`config.mk`:
```
export PLATFORM = sky130hd
export DESIGN_NAME = chess_turn_ctrl_flat
export DESIGN_NICKNAME = d
export VERILOG_FILES = /design/src/rtl/chess_pkg.sv /design/src/rtl/chess_turn_ctrl_if.sv /design/src/rtl/chess_turn_ctrl_btn_debounce.sv /design/src/rtl/chess_turn_ctrl.sv /design/src/flat_wrapper.sv
export SDC_FILE = /design/constraint.sdc
export NUM_CORES = 1
export LEC_CHECK = 0
export CORE_MARGIN = 2
export CORE_UTILIZATION = 57
export CTS_CLUSTER_SIZE = 8
export DETAILED_ROUTE_END_ITERATION = 10
export GPL_TIMING_DRIVEN = 0
export PLACE_DENSITY_LB_ADDON = 0.25
export SLEW_MARGIN = 20
export SYNTH_ARGS = -nofsm -noshare
export SYNTH_HDL_FRONTEND = slang
export SYNTH_SLANG_ARGS = --single-unit
export TNS_END_PERCENT = 5
```
`constraint.sdc`:
```
create_clock -name CLK -period 4.64 [get_ports CLK]
set_input_delay 0.464 -clock CLK [delete_from_list [all_inputs] [get_ports CLK]]
set_output_delay 0.464 -clock CLK [all_outputs]
set_load 0.1 [all_outputs]
```
`src/rtl/chess_pkg.sv`:
```
// Shared encodings and default sizing for the chess clock front-end.
// FSM state codes are exported on STATE, so they must stay fixed.
package chess_pkg;

    localparam int N_DEF      = 16;
    localparam int DIV_DEF    = 1000;
    localparam int DB_CYC_DEF = 16;
    localparam int ST_W       = 3;

    typedef enum logic [ST_W-1:0] {
        ST_IDLE  = 3'd0,
        ST_ARMED = 3'd1,
        ST_RUN1  = 3'd2,
        ST_RUN2  = 3'd3,
        ST_PAUSE = 3'd4,
        ST_FLAG  = 3'd5
    } state_t;

    function automatic logic is_run(state_t s);
        return (s == ST_RUN1) || (s == ST_RUN2);
    endfunction

endpackage

```
`src/rtl/chess_turn_ctrl_if.sv`:
```
// Control bus between the turn controller (master) and the two-counter clock core (slave).
// LOAD/IN reload both counters; CT_1/CT_2 decrement one; Z_FLG reports a counter at zero.
interface chess_turn_ctrl_if #(
    parameter int N = chess_pkg::N_DEF
);
    logic         LOAD;
    logic [N-1:0] IN;
    logic         CT_1;
    logic         CT_2;
    logic         Z_FLG;

    modport master (output LOAD, IN, CT_1, CT_2, input Z_FLG);
    modport slave  (input LOAD, IN, CT_1, CT_2, output Z_FLG);
endinterface

```
`src/rtl/chess_turn_ctrl_btn_debounce.sv`:
```
// Button conditioner: 2-FF synchroniser, stability-count debounce, rising-edge press pulse.
// Latency: raw edge to PRESS is 2 + DB_CYC + 1 cycles.
// No backpressure: PRESS is a single-cycle pulse and is lost if not consumed.
module btn_debounce #(
    parameter int DB_CYC = 16
) (
    input  logic CLK,
    input  logic A_CLR,
    input  logic RAW,
    output logic LEVEL,
    output logic PRESS
);
    localparam int CW = $clog2(DB_CYC);

    logic          sync_1;
    logic          sync_2;
    logic          level_d;
    logic [CW-1:0] cnt;

    always_ff @(posedge CLK or posedge A_CLR) begin
        if (A_CLR) begin
            sync_1  <= 1'b0;
            sync_2  <= 1'b0;
            LEVEL   <= 1'b0;
            level_d <= 1'b0;
            PRESS   <= 1'b0;
            cnt     <= '0;
        end else begin
            sync_1  <= RAW;
            sync_2  <= sync_1;
            level_d <= LEVEL;
            PRESS   <= LEVEL & ~level_d;
            // Any return to the accepted level restarts the stability window.
            if (sync_2 == LEVEL) begin
                cnt <= '0;
            end else if (cnt == CW'(DB_CYC - 1)) begin
                LEVEL <= sync_2;
                cnt   <= '0;
            end else begin
                cnt <= cnt + CW'(1);
            end
        end
    end

endmodule

```
`src/rtl/chess_turn_ctrl.sv`:
```
// Chess clock front-end: debounced buttons drive the game FSM, prescaler and decrement strobes.
// Latency: button press to STATE/LOAD change is one cycle after the debounced press pulse.
// No backpressure: the core accepts LOAD/CT_x every cycle; Z_FLG is sampled every cycle.
module chess_turn_ctrl
    import chess_pkg::*;
#(
    parameter int N      = N_DEF,
    parameter int DIV    = DIV_DEF,
    parameter int DB_CYC = DB_CYC_DEF
) (
    input  logic               CLK,
    input  logic               A_CLR,
    input  logic               BTN_1,
    input  logic               BTN_2,
    input  logic               BTN_PAUSE,
    input  logic               BTN_NEW,
    input  logic [N-1:0]       TIME_SEL,
    output logic [ST_W-1:0]    STATE,
    chess_turn_ctrl_if.master  core
);
    localparam int PW = $clog2(DIV);

    logic [3:0]    lvl;
    logic          prs_1, prs_2, prs_p, prs_new;
    state_t        state_q, state_d;
    logic          resume_q, resume_d;
    logic [PW-1:0] pre_q, pre_d;
    logic          wrap;
    logic [N-1:0]  in_q;
    logic          load_q, ct1_q, ct2_q;
    logic          unused_lvl;

    btn_debounce #(.DB_CYC(DB_CYC)) u_db_1     (.CLK(CLK), .A_CLR(A_CLR), .RAW(BTN_1),     .LEVEL(lvl[0]), .PRESS(prs_1));
    btn_debounce #(.DB_CYC(DB_CYC)) u_db_2     (.CLK(CLK), .A_CLR(A_CLR), .RAW(BTN_2),     .LEVEL(lvl[1]), .PRESS(prs_2));
    btn_debounce #(.DB_CYC(DB_CYC)) u_db_pause (.CLK(CLK), .A_CLR(A_CLR), .RAW(BTN_PAUSE), .LEVEL(lvl[2]), .PRESS(prs_p));
    btn_debounce #(.DB_CYC(DB_CYC)) u_db_new   (.CLK(CLK), .A_CLR(A_CLR), .RAW(BTN_NEW),   .LEVEL(lvl[3]), .PRESS(prs_new));

    assign unused_lvl = &{1'b0, lvl};

    assign wrap = (pre_q == PW'(DIV - 1));

    always_comb begin
        state_d  = state_q;
        resume_d = resume_q;
        if (prs_new) begin
            state_d = ST_ARMED;
        end else begin
            case (state_q)
                ST_ARMED: begin
                    if (prs_2 && !prs_1)      state_d = ST_RUN1;
                    else if (prs_1 && !prs_2) state_d = ST_RUN2;
                end
                ST_RUN1: begin
                    if (core.Z_FLG)  state_d = ST_FLAG;
                    else if (prs_1)  state_d = ST_RUN2;
                    else if (prs_p) begin
                        state_d  = ST_PAUSE;
                        resume_d = 1'b0;
                    end
                end
                ST_RUN2: begin
                    if (core.Z_FLG)  state_d = ST_FLAG;
                    else if (prs_2)  state_d = ST_RUN1;
                    else if (prs_p) begin
                        state_d  = ST_PAUSE;
                        resume_d = 1'b1;
                    end
                end
                ST_PAUSE: begin
                    if (prs_p) state_d = resume_q ? ST_RUN2 : ST_RUN1;
                end
                default: ;
            endcase
        end
    end

    // Prescaler phase survives turn switches and pauses; only NEW restarts it.
    always_comb begin
        pre_d = pre_q;
        if (prs_new)              pre_d = '0;
        else if (is_run(state_q)) pre_d = wrap ? '0 : pre_q + PW'(1);
    end

    always_ff @(posedge CLK or posedge A_CLR) begin
        if (A_CLR) begin
            state_q  <= ST_IDLE;
            resume_q <= 1'b0;
        end else begin
            state_q  <= state_d;
            resume_q <= resume_d;
        end
    end

    // Strobes use the current state, so a turn-ending edge still credits the ending player.
    always_ff @(posedge CLK or posedge A_CLR) begin
        if (A_CLR) begin
            pre_q  <= '0;
            in_q   <= '0;
            load_q <= 1'b0;
            ct1_q  <= 1'b0;
            ct2_q  <= 1'b0;
        end else begin
            pre_q  <= pre_d;
            load_q <= prs_new;
            if (prs_new) in_q <= TIME_SEL;
            ct1_q  <= (state_q == ST_RUN1) && wrap;
            ct2_q  <= (state_q == ST_RUN2) && wrap;
        end
    end

    assign STATE     = state_q;
    assign core.LOAD = load_q;
    assign core.IN   = in_q;
    assign core.CT_1 = ct1_q;
    assign core.CT_2 = ct2_q;

endmodule
```
`src/flat_wrapper.sv`:
```
// flat-port wrapper written by rule: the top's interface ports become plain ports
module chess_turn_ctrl_flat import chess_pkg::*;
#(
    parameter int N      = N_DEF,
    parameter int DIV    = DIV_DEF,
    parameter int DB_CYC = DB_CYC_DEF
)
  (CLK, A_CLR, BTN_1, BTN_2, BTN_PAUSE, BTN_NEW, TIME_SEL, STATE, core_LOAD, core_IN, core_CT_1, core_CT_2, core_Z_FLG);
  chess_turn_ctrl_if #(.N(N)) core_i ();
  input  logic CLK;
  input  logic A_CLR;
  input  logic BTN_1;
  input  logic BTN_2;
  input  logic BTN_PAUSE;
  input  logic BTN_NEW;
  input  logic [N-1:0] TIME_SEL;
  output logic [ST_W-1:0] STATE;
  output wire logic [$bits(core_i.LOAD)-1:0] core_LOAD;
  output wire logic [$bits(core_i.IN)-1:0] core_IN;
  output wire logic [$bits(core_i.CT_1)-1:0] core_CT_1;
  output wire logic [$bits(core_i.CT_2)-1:0] core_CT_2;
  input wire logic [$bits(core_i.Z_FLG)-1:0] core_Z_FLG;
  assign core_LOAD = core_i.LOAD;
  assign core_IN = core_i.IN;
  assign core_CT_1 = core_i.CT_1;
  assign core_CT_2 = core_i.CT_2;
  assign core_i.Z_FLG = core_Z_FLG;
  chess_turn_ctrl #(.N(N), .DIV(DIV), .DB_CYC(DB_CYC)) u_core (.CLK(CLK), .A_CLR(A_CLR), .BTN_1(BTN_1), .BTN_2(BTN_2), .BTN_PAUSE(BTN_PAUSE), .BTN_NEW(BTN_NEW), .TIME_SEL(TIME_SEL), .STATE(STATE), .core(core_i));
endmodule
```
== Word level (Yosys, flattened, before mapping) ==
Index checks and enable logic that the tools add are counted.

* Logic and storage cells: 115
* Bits of input ports: 23
* Output and inout bits: 22
* Register bits after elaboration: 69

* Equality and inequality tests: 21
* Reduce and logical (&&, ||, !) cells: 16
* Add/subtract/negate cells: 5
* Multiplexer cells: 29
* Bitwise gates (word level): 13

{| class="wikitable"
|+ Operators with widths
! kind !! number
|-
| 4-bit 2-to-1 mux || 8
|-
| 10-bit 2-to-1 mux || 3
|-
| 3-bit 2-to-1 mux || 9
|-
| 4-bit by 1-bit adder with 4-bit output, second input constant || 4
|-
| 4-bit == test, second input constant || 4
|-
| 2-bit inequality test, second input constant || 6
|-
| 3-bit case mux with 4 select lines || 1
|-
| 10-bit by 1-bit adder with 10-bit output, second input constant || 1
|-
| 10-bit == test, second input constant || 1
|-
| 1-bit NOT || 9
|-
| 2-bit AND reduction || 4
|-
| 8-bit AND reduction || 1
|-
| 1-bit 2-to-1 mux || 7
|-
| 3-bit by 2-bit == test with 1-bit output, second input constant || 2
|-
| 5-bit nonzero test || 1
|-
| 1-bit AND || 4
|-
| 1-bit == test || 4
|-
| 1-bit logical AND || 4
|-
| 4-bit by 2-bit inequality test with 1-bit output, second input constant || 1
|-
| 2-bit nonzero test || 2
|-
| 3-bit by 1-bit == test with 1-bit output, second input constant || 1
|-
| 3-bit == test, second input constant || 1
|-
| 3-bit inequality test, second input constant || 1
|-
| 3-bit AND reduction || 1
|-
| other kinds (3) || 4
|}

== Depth between registers and ports, before layout ==
Gate-level depths: netlist of run 1.

* Depth in word-level cells: 6
* Depth in mapped cells: 6
* Mapped depth without buffers: 6

== Hierarchy ==
Synthesis of run 1 repeated with hierarchy kept, for this count alone.

* Cells, all modules: 233
* Area total of the unflattened synthesis: 2922.8 µm²

{| class="wikitable"
|+ By module, submodules not included
! module !! area each (µm²) !! instances !! cells an instance
|-
| chess_turn_ctrl || 1601.5 || 1 || 145
|-
| btn_debounce || 330.3 || 4 || 22
|}

== Worst setup path before layout of run 1 ==
No wires, ideal clock.

* Path type: flip-flop to flip-flop
* From: register u_core.state_q[2] (netlist: u_core.STATE[2])
* To: register u_core.state_q[0] (netlist: u_core.STATE[0])
* Slack: 2.411 ns
* Period minus slack after synthesis: 2.229 ns
* Arrival: 2.088 ns
* Cell stages (with the launch flop): 6
* Setup time: 0.141 ns
* Path through: dfrtp_1 > nand2b_2 > clkbuf_1 > o21ai_1 > a2111oi_0 > mux2i_1

* Cells in the longest elaborated chain, start to end: 3

{| class="wikitable"
|+ Ends and longest elaborated chain
! element !! RTL line !! source
|-
| start: declaration || chess_turn_ctrl.sv:25 || <nowiki>state_t state_q, state_d;</nowiki>
|-
| start signal: assignment || chess_turn_ctrl.sv:89 || <nowiki>state_q <= state_d;</nowiki>
|-
| 3-bit by 1-bit == test with 1-bit output, or another cell as far along || chess_turn_ctrl.sv:48 || <nowiki>case (state_q)</nowiki>
|-
| 4-bit by 2-bit inequality test with 1-bit output (no source line), or another cell as far along || n/a ||
|-
| 3-bit AND reduction (no source line) / 3-bit 2-to-1 mux (equally long branches) || n/a ||
|}

Parallel ways exist; a longest one is shown, timed or not.
A chain may end at the register's enable or synchronous reset.

== Final worst setup path of run 1 ==
* From: register u_core.state_q[1] (netlist: u_core.STATE[1])
* To: output STATE[1]

{| class="wikitable"
|+ RTL lines
! element !! RTL line !! source
|-
| end: declaration || flat_wrapper.sv:17 || <nowiki>output logic [ST_W-1:0] STATE;</nowiki>
|}

No word-level cell between the ends.

==> results of run 1 <==
## layer usage
| layer | GRT usage (%) | vias up | share of wire, % |
|---|---|---|---|
| met4 | 12.3 | 0 | 2.1 |
| met1 | 24.7 | 962 | 43 |
| met3 | 4.07 | 11 | 2.7 |
| met5 | 0 | - | 0 |
| met2 | 34.5 | 33 | 52 |
| li1 | - | 932 | - |
## cell usage after synthesis, types with 3 or more instances
cell type / count / share of area, %
sky130_fd_sc_hd__nand4b_1: 6 / 1.9
sky130_fd_sc_hd__a311oi_1: 5 / 1.5
sky130_fd_sc_hd__a21oi_1: 10 / 1.8
sky130_fd_sc_hd__nand4_1: 3 / 0.66
sky130_fd_sc_hd__o21ai_0: 6 / 1.1
sky130_fd_sc_hd__nor3_1: 4 / 0.71
sky130_fd_sc_hd__dfrtp_1: 69 / 61
sky130_fd_sc_hd__a31oi_1: 3 / 0.66
sky130_fd_sc_hd__or4_1: 3 / 0.80
sky130_fd_sc_hd__mux2_2: 21 / 8.4
sky130_fd_sc_hd__inv_1: 9 / 1.2
sky130_fd_sc_hd__clkbuf_1: 4 / 0.53
sky130_fd_sc_hd__xnor2_1: 8 / 2.5
sky130_fd_sc_hd__nor2_1: 12 / 1.6
sky130_fd_sc_hd__nand3_1: 10 / 1.8
sky130_fd_sc_hd__ha_1: 6 / 2.7
sky130_fd_sc_hd__nor2b_1: 8 / 1.8
sky130_fd_sc_hd__nand2_1: 14 / 1.9
## how the worst min path moves through the flow
stage / slack, ns / cells after the start / start / end
global route: 0.36 / 0 / u_core.u_db_pause.sync_1 / u_core.u_db_pause.sync_2
floorplan: 0.33 / 0 / u_core.u_db_1.sync_1 / u_core.u_db_1.sync_2
finish: 0.35 / 0 / u_core.u_db_1.sync_1 / u_core.u_db_1.sync_2
detailed placement: 0.34 / 0 / u_core.u_db_1.sync_1 / u_core.u_db_1.sync_2
global placement: 0.33 / 0 / u_core.u_db_2.sync_1 / u_core.u_db_2.sync_2
CTS: 0.36 / 0 / u_core.u_db_pause.sync_1 / u_core.u_db_pause.sync_2
## power breakdown
group / switching, mW / leakage [nW] / internal, mW
combinational: 0.179 / 0.576 / 0.0984
sequential: 0.0427 / 0.920 / 0.639
clock: 0.202 / 0.0833 / 0.204
## cells in the final DEF, fill, tap and decap left out, drive strengths merged, types with 2 or more instances in the layout
| master | synthesis | final |
|---|---|---|
| or3 | 3 | 3 |
| nand4b | 6 | 6 |
| o21ai | 7 | 7 |
| inv | 9 | 9 |
| or4 | 3 | 3 |
| a31oi | 3 | 3 |
| nor3 | 4 | 4 |
| a311oi | 5 | 5 |
| xnor2 | 8 | 8 |
| ha | 6 | 6 |
| mux2 | 21 | 21 |
| clkdlybuf4s50 | 0 | 44 |
| buf | 3 | 4 |
| a21oi | 10 | 10 |
| dfrtp | 69 | 69 |
| nand2 | 14 | 14 |
| clkbuf | 4 | 17 |
| nand4 | 3 | 3 |
| o211ai | 2 | 2 |
| mux2i | 2 | 2 |
| clkinv | 0 | 2 |
| nor2b | 8 | 8 |
| nand3 | 11 | 11 |
| nor2 | 12 | 12 |
## metrics by stage
step	setup WS, ns	power, mW	utilization (%)	instance area, um^2
3_3_place_gp	1.34	0.960	70.5	3350
2_1_floorplan	2.41	0.886	-	2830
4_1_cts	2.18	1.38	74.4	3540
6_report	2.18	1.37	74.4	3540
5_1_grt	2.16	1.43	74.4	3540
3_5_place_dp	2.55	0.970	71.1	3380
## state kept, by name, indices dropped and copies added, names as in the netlist, 3 cells and up
name                   count
u_core.core.IN            16
u_core.pre_q              10
u_core.u_db_1.cnt          4
u_core.u_db_2.cnt          4
u_core.u_db_new.cnt        4
u_core.u_db_pause.cnt      4
u_core.STATE               3
## layout make-up
cell class	count	area [um^2]	share of cell area [%]
buffer	7	33.8	0.954
multi-input combinational	143	1030	29.2
sequential	69	1730	48.8
clock buffer	13	149	4.21
inverter	9	36.3	1.03
timing repair buffer	45	468	13.2
clock inverter	2	10.0	0.283
tap	67	83.8	2.37
## cell families (layout without fill, tap and decap cells)
| logic type | after synthesis | count (layout) |
|---|---|---|
| flip-flops | 69 | 69 |
| adder cells (fa/ha/maj) | 6 | 6 |
| multiplexers | 23 | 23 |
| XOR/XNOR | 9 | 9 |
| AO/OA/AOI/OAI | 34 | 34 |
| AND/OR/NAND/NOR | 71 | 71 |
| buffers and inverters | 16 | 76 |
==> results.sh, run 1 <==
export IMPL_detail_route_drc_violations=0
export IMPL_worst_path_buf_inv=1
export IMPL_boundaryPins=45
export IMPL_fill_cells=316
export IMPL_post_synth_instance_area_um2=2830
export IMPL_ys_async_sr_fraction_pct=100
export IMPL_critical_path_startpoint="u_core.STATE[1]"
export IMPL_r2r_end="u_core.STATE[0]"
export IMPL_synth_yosys_warnings=0
export IMPL_clock_buffers_created_by_tritoncts=9
export IMPL_route_detailed_vias_per_inst=5.46
export IMPL_synth_ff_latch_count=69
export IMPL_tritoncts="done"
export IMPL_synth_top_family_by_area="simple AND/OR/NAND/NOR gates"
export IMPL_first_global_vias=1934
export IMPL_track_usage_pct=20.6
export IMPL_post_cts_resized=0
export IMPL_clock_sinks=69
export IMPL_placedCellCount=340
export IMPL_floorplan_core_area_um2=4750
export IMPL_layoutNonFillerInstCount=355
export IMPL_total_die_area_um2=5540
export IMPL_rows=25
export IMPL_clock_tree_htree_level_count=3
export IMPL_finalSetupTns_ns=0
export IMPL_rsz0062_at_grt="no"
export IMPL_synthXorXnorAreaFrac_pct=2.79
export IMPL_synth_compound_gate_area_share_pct=8.06
export IMPL_dr_pass1_iters=5
export IMPL_dr_total_vias=1938
export IMPL_timing_critical_path_depth=1
export IMPL_critical_path_startpoint_type="register"
export IMPL_yosys_area_share_simple_pct=13.9
export IMPL_synth_seq_area_share_pct=61.1
export IMPL_worst_ep_required_time_ns=4.18
export IMPL_die_w_um=74.4
export IMPL_critical_path_cell_chain="clkdlybuf4s50_1"
export IMPL_cts_hold_repair_buffers=0
export IMPL_synthAdderAreaFrac_pct=2.66
export IMPL_power_density_nw_per_um2=386
export IMPL_post_synth_inst_count=228
export IMPL_place_port_buffers=44
export IMPL_overflow=0
export IMPL_synth_edff_count=0
export IMPL_floorplan_initialDensity_pct=59.4
export IMPL_crit_arrival_ns=1.99
export IMPL_timing_max_slew_rel_slack_pct=33.8
export IMPL_worst_setup_path_end_kind="output port"
export IMPL_post_route_min_period_ns=2.46
export IMPL_max_slew_worst_pin_slew_ns=0.990
export IMPL_yosys_mux_area_fraction_pct=9.07
export IMPL_worst_r2r_setup_slack_ns=2.80
export IMPL_grt_antenna_before_repair=0
export IMPL_hpwl_mm=3.54
export IMPL_largest_net_degree_at_the_start_of_global_routing=54
export IMPL_hold_viol_final=0
export IMPL_worst_path_max_delay_cell="sky130_fd_sc_hd__clkdlybuf4s50_1"
export IMPL_timing_final_max_slew_violations=0
export IMPL_worst_setup_hold_path_clk_slew_ns=0.06
export IMPL_flip_flop_cell_with_the_highest_count_after_synthesis="sky130_fd_sc_hd__dfrtp_1"
export IMPL_drt_iter0_markers=102
export IMPL_cts_setup_buffers=0
export IMPL_run_status="finished, final reports clean"
export IMPL_p_leak_nw=1.58
export IMPL_final_setup_viol_count=0
export IMPL_area_growth_pct=25.2
export IMPL_die_height_um=74.4
export IMPL_number_of_max_capacitance_violations_reported=0
export IMPL_worst_path_max_fanout=7
export IMPL_detail_route_wirelength_mm=5.07
export IMPL_syn_num_nets=257
export IMPL_worstSkewPairLatency_ns=0.34
export IMPL_gp_weighted_congestion=0.836
export IMPL_wire_length_of_the_first_global_routing_pass_mm=8.38
export IMPL_final_antenna_net_count=0
export IMPL_cts_max_path_buffers=2
export IMPL_holdWs_ns=0.353
export IMPL_rr_startpoint="u_core.STATE[2]"
export IMPL_irDropWorstVdd_uv=254
export IMPL_fin_nets=313
export IMPL_fmaxAchievable_mhz=407
export IMPL_synthesized_area_per_cell_um2=12.4
export IMPL_timing_hold_worst_class="reg2reg"
export IMPL_layout_drive_gt1_share_pct=14.2
export IMPL_crit_end="STATE[1]"
export IMPL_skew_ns=0.00629
export IMPL_critical_path_top_delay_family="buffers and inverters"
export IMPL_cts_root_buffer="sky130_fd_sc_hd__clkbuf_8"
export IMPL_netlist_cell_type_count=41
export IMPL_diodes=0
export IMPL_wl_per_cell_um=14.3
export IMPL_worst_setup_path_type="reg2out"
export IMPL_max_incr_delay_on_cp_ns=1.19
export IMPL_finalCritPeriodShare_pct=52.9
export IMPL_rr_worst_depth=5
(Power assumes the default switching activity.)
==> run 2: changes to the inputs <==
--- a/config.mk
+++ b/config.mk
@@ -6,7 +6,7 @@
 export NUM_CORES = 1
 export LEC_CHECK = 0
 export CORE_MARGIN = 2
-export CORE_UTILIZATION = 57
+export CORE_UTILIZATION = 48
 export CTS_CLUSTER_SIZE = 8
 export DETAILED_ROUTE_END_ITERATION = 10
 export GPL_TIMING_DRIVEN = 0
==> constraint.sdc (replaced) <==
create_clock -name CLK -period 2.1 [get_ports CLK]
set_input_delay 0.21 -clock CLK [delete_from_list [all_inputs] [get_ports CLK]]
set_output_delay 0.21 -clock CLK [all_outputs]
set_load 0.1 [all_outputs]
==> run 2 against run 1 <==
Net effect: power grew 140%; hold slack lost 0.15 ns; clock skew grew 0.00084 ns; largest power group unchanged; non-clock buffer count is the same; combinational power grew 120%; first-iteration DRC count shrank 5.9%; utilization shrank 10 points; count of clock-buffer cells in the layout is the same; die area grew 18%.
==> results.sh, run 2 (synthesized netlist as in run 1, its figures left out) <==
export IMPL_run_status="finished, final reports clean"
export IMPL_post_cts_resized=2
export IMPL_worst_r2r_setup_slack_ns=0.29
export IMPL_gp_weighted_congestion=0.821
export IMPL_r2r_end="u_core.STATE[0]"
export IMPL_cellInternalPower_mw=2.35
export IMPL_cts_hold_repair_buffers=0
export IMPL_route_detailed_vias_per_inst=5.49
export IMPL_combPwrFrac_pct=18.1
export IMPL_crit_arrival_ns=1.84
export IMPL_fill_cells=469
export IMPL_irDropWorstVdd_uv=532
export IMPL_power_share_switching_pct=29.3
export IMPL_worst_path_max_delay_cell="sky130_fd_sc_hd__clkdlybuf4s50_1"
export IMPL_power_density_nw_per_um2=921
export IMPL_detail_route_wirelength_mm=5.48
export IMPL_clock_power_share_pct=36.5
export IMPL_dr_pass1_iters=4
export IMPL_floorplan_core_area_um2=5610
export IMPL_detail_route_drc_violations=0
export IMPL_cts_root_buffer="sky130_fd_sc_hd__clkbuf_8"
export IMPL_worstSkewPairLatency_ns=0.34
export IMPL_rr_startpoint="u_core.STATE[2]"
export IMPL_critical_path_startpoint="u_core.core.IN[15]"
export IMPL_worst_setup_hold_path_clk_slew_ns=0.07
export IMPL_critical_path_startpoint_type="register"
export IMPL_max_slew_worst_pin_slew_ns=0.983
export IMPL_timing_critical_path_depth=1
export IMPL_worst_setup_path_type="reg2out"
export IMPL_critical_path_cell_chain="clkdlybuf4s50_1"
export IMPL_layout_drive_gt1_share_pct=15.2
export IMPL_layoutNonFillerInstCount=361
export IMPL_largest_reg_flops=16
export IMPL_tritoncts="done"
export IMPL_multi_input_comb_area_um2=1030
export IMPL_finalCoreUtilization_pct=64.4
export IMPL_detailedPlace_worstSlack_ns=0.267
export IMPL_dr_total_vias=1981
export IMPL_worst_path_max_fanout=2
export IMPL_clock_sinks=69
export IMPL_total_die_area_um2=6520
export IMPL_area_growth_pct=27.7
export IMPL_placedCellCount=345
export IMPL_cts_max_path_buffers=2
export IMPL_place_port_buffers=44
export IMPL_rsz0062_at_grt="no"
export IMPL_grt_antenna_before_repair=0
export IMPL_post_route_min_period_ns=2.05
export IMPL_floorplan_initialDensity_pct=50.4
export IMPL_clock_buffers_created_by_tritoncts=9
export IMPL_finalCritPeriodShare_pct=97.7
export IMPL_die_w_um=80.7
export IMPL_worst_setup_path_end_kind="output port"
export IMPL_seqPwrFrac_pct=45.4
export IMPL_critical_path_top_delay_family="buffers and inverters"
export IMPL_hold_viol_final=0
export IMPL_sequential_cell_area_um2=1730
export IMPL_layout_common_cells="sky130_fd_sc_hd__dfrtp_1, sky130_fd_sc_hd__clkdlybuf4s50_1, sky130_fd_sc_hd__mux2_2"
export IMPL_worst_slack_ns=0.0474
export IMPL_final_setup_viol_count=0
export IMPL_worst_ep_required_time_ns=1.89
export IMPL_power_net_switching_mw=0.974
export IMPL_boundaryPins=45
export IMPL_timing_final_max_slew_violations=0
export IMPL_diodes=0
export IMPL_cts_setup_buffers=0
export IMPL_wl_per_cell_um=15.2
export IMPL_fmaxAchievable_mhz=487
export IMPL_rows=27
export IMPL_worst_path_buf_inv=1
export IMPL_skew_ns=0.00713
export IMPL_track_usage_pct=18.8
export IMPL_rr_worst_depth=5
export IMPL_drt_iter0_markers=96
export IMPL_final_antenna_net_count=0
export IMPL_timing_hold_worst_class="in2async"
export IMPL_overflow=0
export IMPL_fin_nets=313
export IMPL_max_incr_delay_on_cp_ns=1.14
export IMPL_clock_tree_htree_level_count=3
export IMPL_timing_max_slew_rel_slack_pct=34.4
export IMPL_p_leak_nw=1.64
export IMPL_first_global_vias=2089
export IMPL_hpwl_mm=3.66
export IMPL_largest_net_degree_at_the_start_of_global_routing=41
export IMPL_layout_commonest_cell="sky130_fd_sc_hd__dfrtp_1"
export IMPL_number_of_max_capacitance_violations_reported=0
export IMPL_die_height_um=80.7
export IMPL_wire_length_of_the_first_global_routing_pass_mm=9.27
==> run 2: cell types whose count changed in the layout (fill, tap and decap cells not counted), sizes merged <==
cell and change:
clkdlybuf4s50 -4, bufinv +2, clkinv -2, dlygate4sd2 +2
dlymetal6s2s +2, clkinvlp +1
==> run 2: power groups by stage <==
stage | sequential, mW | combinational, mW | clock, mW
floorplan | 1.70 | 0.262 | 0
global placement | 1.53 | 0.598 | 0
detailed placement | 1.53 | 0.614 | 0
CTS | 1.51 | 0.607 | 1.25
global route | 1.52 | 0.650 | 1.30
finish | 1.51 | 0.602 | 1.21
==> run 2: per-stage QoR <==
step | cell area [um^2] | hold slack [ns] | power, mW | TNS [ns]
floorplan | 2830 | 0.241 | 1.96 | -0.00363
global placement | 3360 | 0.333 | 2.12 | -68.17
detailed placement | 3380 | 0.337 | 2.15 | 0
CTS | 3600 | 0.209 | 3.36 | 0
global route | 3610 | 0.226 | 3.47 | 0
finish | 3610 | 0.205 | 3.33 | 0
==> run 2: final cells by class <==
class,count,area share (%)
buffer,7,0.936
clock buffer,13,4.40
clock inverter,3,1.87
inverter,9,1.01
multi-input combinational,143,28.6
sequential,69,47.9
tap,72,2.50
timing repair buffer,45,12.8
==> run 2: how the worst max path moves through the flow <==
stage | to
finish | core_IN[15]
global route | STATE[0]
CTS | core_IN[15]
detailed placement | STATE[1]
global placement | u_core.STATE[2]
floorplan | u_core.STATE[2]
==> run 2: layer usage <==
| metal | track usage, % | up-vias | share of wire [%] | routed length (um) |
|---|---|---|---|---|
| met3 | 5.67 | 11 | 5.0 | 274 |
| met4 | 9.66 | 0 | 1.8 | 99 |
| met5 | 0 | - | 0 | 0 |
| met2 | 32.8 | 53 | 51 | 2810 |
| met1 | 20.8 | 992 | 42 | 2290 |
| li1 | - | 925 | - | - |
==> run 3: changes to the inputs <==
--- a/config.mk
+++ b/config.mk
@@ -10,7 +10,7 @@
 export CTS_CLUSTER_SIZE = 8
 export DETAILED_ROUTE_END_ITERATION = 10
 export GPL_TIMING_DRIVEN = 0
-export PLACE_DENSITY_LB_ADDON = 0.25
+export PLACE_DENSITY = 0.76
 export SLEW_MARGIN = 20
 export SYNTH_ARGS = -nofsm -noshare
 export SYNTH_HDL_FRONTEND = slang
==> run 3 against run 2 <==
Net effect: setup slack gained 0.020 ns; design area decreased by 0.90%; combinational power about the same; critical endpoint is now core_LOAD.
==> results.sh, run 3 (synthesized netlist as in run 1, its figures left out) <==
export IMPL_run_status="finished, final reports clean"
export IMPL_dr_total_vias=1934
export IMPL_fill_cells=456
export IMPL_detail_route_wirelength_mm=4.99
export IMPL_wire_length_of_the_first_global_routing_pass_mm=8.60
export IMPL_worst_setup_path_type="reg2out"
export IMPL_worst_path_max_delay_cell="sky130_fd_sc_hd__clkdlybuf4s50_1"
export IMPL_track_usage_pct=17.8
export IMPL_largest_reg_flops=16
export IMPL_rows=27
export IMPL_route_detailed_vias_per_inst=5.36
export IMPL_finalCritPeriodShare_pct=96.8
export IMPL_place_port_buffers=44
export IMPL_dr_pass1_iters=4
export IMPL_multi_input_comb_area_um2=1030
export IMPL_p_leak_nw=1.61
export IMPL_hpwl_mm=3.43
export IMPL_place_area_um2=3380
export IMPL_cts_max_path_buffers=2
export IMPL_irDropWorstVdd_uv=616
export IMPL_worst_path_buf_inv=1
export IMPL_diodes=0
export IMPL_total_die_area_um2=6520
export IMPL_wl_per_cell_um=13.8
export IMPL_post_cts_resized=2
export IMPL_worst_path_max_fanout=1
export IMPL_die_height_um=80.7
export IMPL_gp_weighted_congestion=0.847
export IMPL_layout_common_cells="sky130_fd_sc_hd__dfrtp_1, sky130_fd_sc_hd__clkdlybuf4s50_1, sky130_fd_sc_hd__mux2_2"
export IMPL_cts_root_buffer="sky130_fd_sc_hd__clkbuf_8"
export IMPL_grt_antenna_before_repair=0
export IMPL_worst_slack_ns=0.0671
export IMPL_crit_end="core_LOAD"
export IMPL_critical_path_cell_chain="clkdlybuf4s50_1"
export IMPL_crit_arrival_ns=1.82
export IMPL_cts_setup_buffers=0
export IMPL_final_antenna_net_count=0
export IMPL_timing_max_slew_rel_slack_pct=34.5
export IMPL_tritoncts="done"
export IMPL_worst_r2r_setup_slack_ns=0.24
export IMPL_worst_setup_hold_path_clk_slew_ns=0.07
export IMPL_timing_final_max_slew_violations=0
export IMPL_critical_path_startpoint_type="register"
export IMPL_layout_commonest_cell="sky130_fd_sc_hd__dfrtp_1"
export IMPL_floorplan_initialDensity_pct=50.4
export IMPL_drt_iter0_markers=99
export IMPL_final_cell_area_um2=3580
export IMPL_max_incr_delay_on_cp_ns=1.14
export IMPL_final_setup_viol_count=0
export IMPL_overflow=0
export IMPL_critical_path_top_delay_family="buffers and inverters"
export IMPL_cts_hold_repair_buffers=0
export IMPL_rr_startpoint="u_core.STATE[1]"
export IMPL_number_of_max_capacitance_violations_reported=0
export IMPL_largest_net_degree_at_the_start_of_global_routing=46
export IMPL_worst_ep_required_time_ns=1.89
export IMPL_sequential_cell_area_um2=1730
export IMPL_timing_critical_path_depth=1
export IMPL_floorplan_core_area_um2=5610
export IMPL_critical_path_startpoint="u_core.core.LOAD"
export IMPL_r2r_end="u_core.STATE[0]"
export IMPL_skew_ns=0.00532
export IMPL_layout_drive_gt1_share_pct=14.5
export IMPL_clock_buffers_created_by_tritoncts=9
export IMPL_boundaryPins=45
export IMPL_clock_sinks=69
export IMPL_rr_worst_depth=5
export IMPL_area_growth_pct=26.6
export IMPL_fmaxAchievable_mhz=492
export IMPL_worst_setup_path_end_kind="output port"
export IMPL_worstSkewPairLatency_ns=0.34
export IMPL_detailedPlace_worstSlack_ns=0.251
export IMPL_clock_tree_htree_level_count=3
export IMPL_post_route_min_period_ns=2.03
export IMPL_timing_hold_worst_class="in2async"
export IMPL_first_global_vias=1922
export IMPL_die_w_um=80.7
export IMPL_hold_viol_final=0
export IMPL_total_power_consumption_mw=3.17
export IMPL_rsz0062_at_grt="no"
export IMPL_power_density_nw_per_um2=887
export IMPL_detail_route_drc_violations=0
export IMPL_max_slew_worst_pin_slew_ns=0.979
export IMPL_fin_nets=313
-- run 3: cell count changes in the layout (fill, tap and decap cells not counted), sizes merged --
cell           previous run  this run
clkdlybuf4s50            40        41
clkinvlp                  1         0
clkbuf                   17        19
bufinv                    2         1
dlymetal6s2s              2         1
-- run 3: per-layer routing --
| layer | up-vias | wire length, um | GRT usage [%] |
|---|---|---|---|
| met5 | - | 0 | 0 |
| met1 | 939 | 2190 | 21.3 |
| met4 | 0 | 76 | 6.95 |
| met2 | 54 | 2360 | 28.6 |
| li1 | 932 | - | - |
| met3 | 9 | 364 | 7.78 |
-- run 3: through the flow --
step	hold slack (ns)	util (%)	TNS (ns)	instances
3_3_place_gp	0.332	59.9	-66.46	344
3_5_place_dp	0.337	60.3	0	345
4_1_cts	0.182	63.7	0	361
2_1_floorplan	0.241	-	-0.00363	228
5_1_grt	0.208	63.8	0	361
6_report	0.191	63.8	0	361
-- run 3: power by group --
group	switching [mW]	total, mW	internal (mW)	leakage, nW
Clock	0.448	1.06	0.616	0.0979
Combinational	0.398	0.600	0.203	0.590
Sequential	0.0937	1.51	1.41	0.919
Total	0.939	3.17	2.23	1.61
-- run 3: worst min path at each step --
stage	endpoint	slack, ns	from
6_report	u_core.u_db_pause.cnt[0]	0.19	A_CLR
5_1_grt	u_core.core.IN[13]	0.21	A_CLR
3_3_place_gp	u_core.u_db_2.sync_2	0.33	u_core.u_db_2.sync_1
4_1_cts	u_core.core.IN[13]	0.18	A_CLR
2_1_floorplan	u_core.u_db_1.sync_1	0.24	BTN_1
3_5_place_dp	u_core.u_db_pause.sync_2	0.34	u_core.u_db_pause.sync_1
-- run 3: layout make-up --
type | count | share of cell area (%)
Sequential cell | 69 | 48.3
Clock buffer | 15 | 4.65
Timing Repair Buffer | 45 | 12.9
Clock inverter | 1 | 0.839
Buffer | 7 | 0.944
Tap cell | 72 | 2.52
Inverter | 9 | 1.01
Multi-Input combinational cell | 143 | 28.9
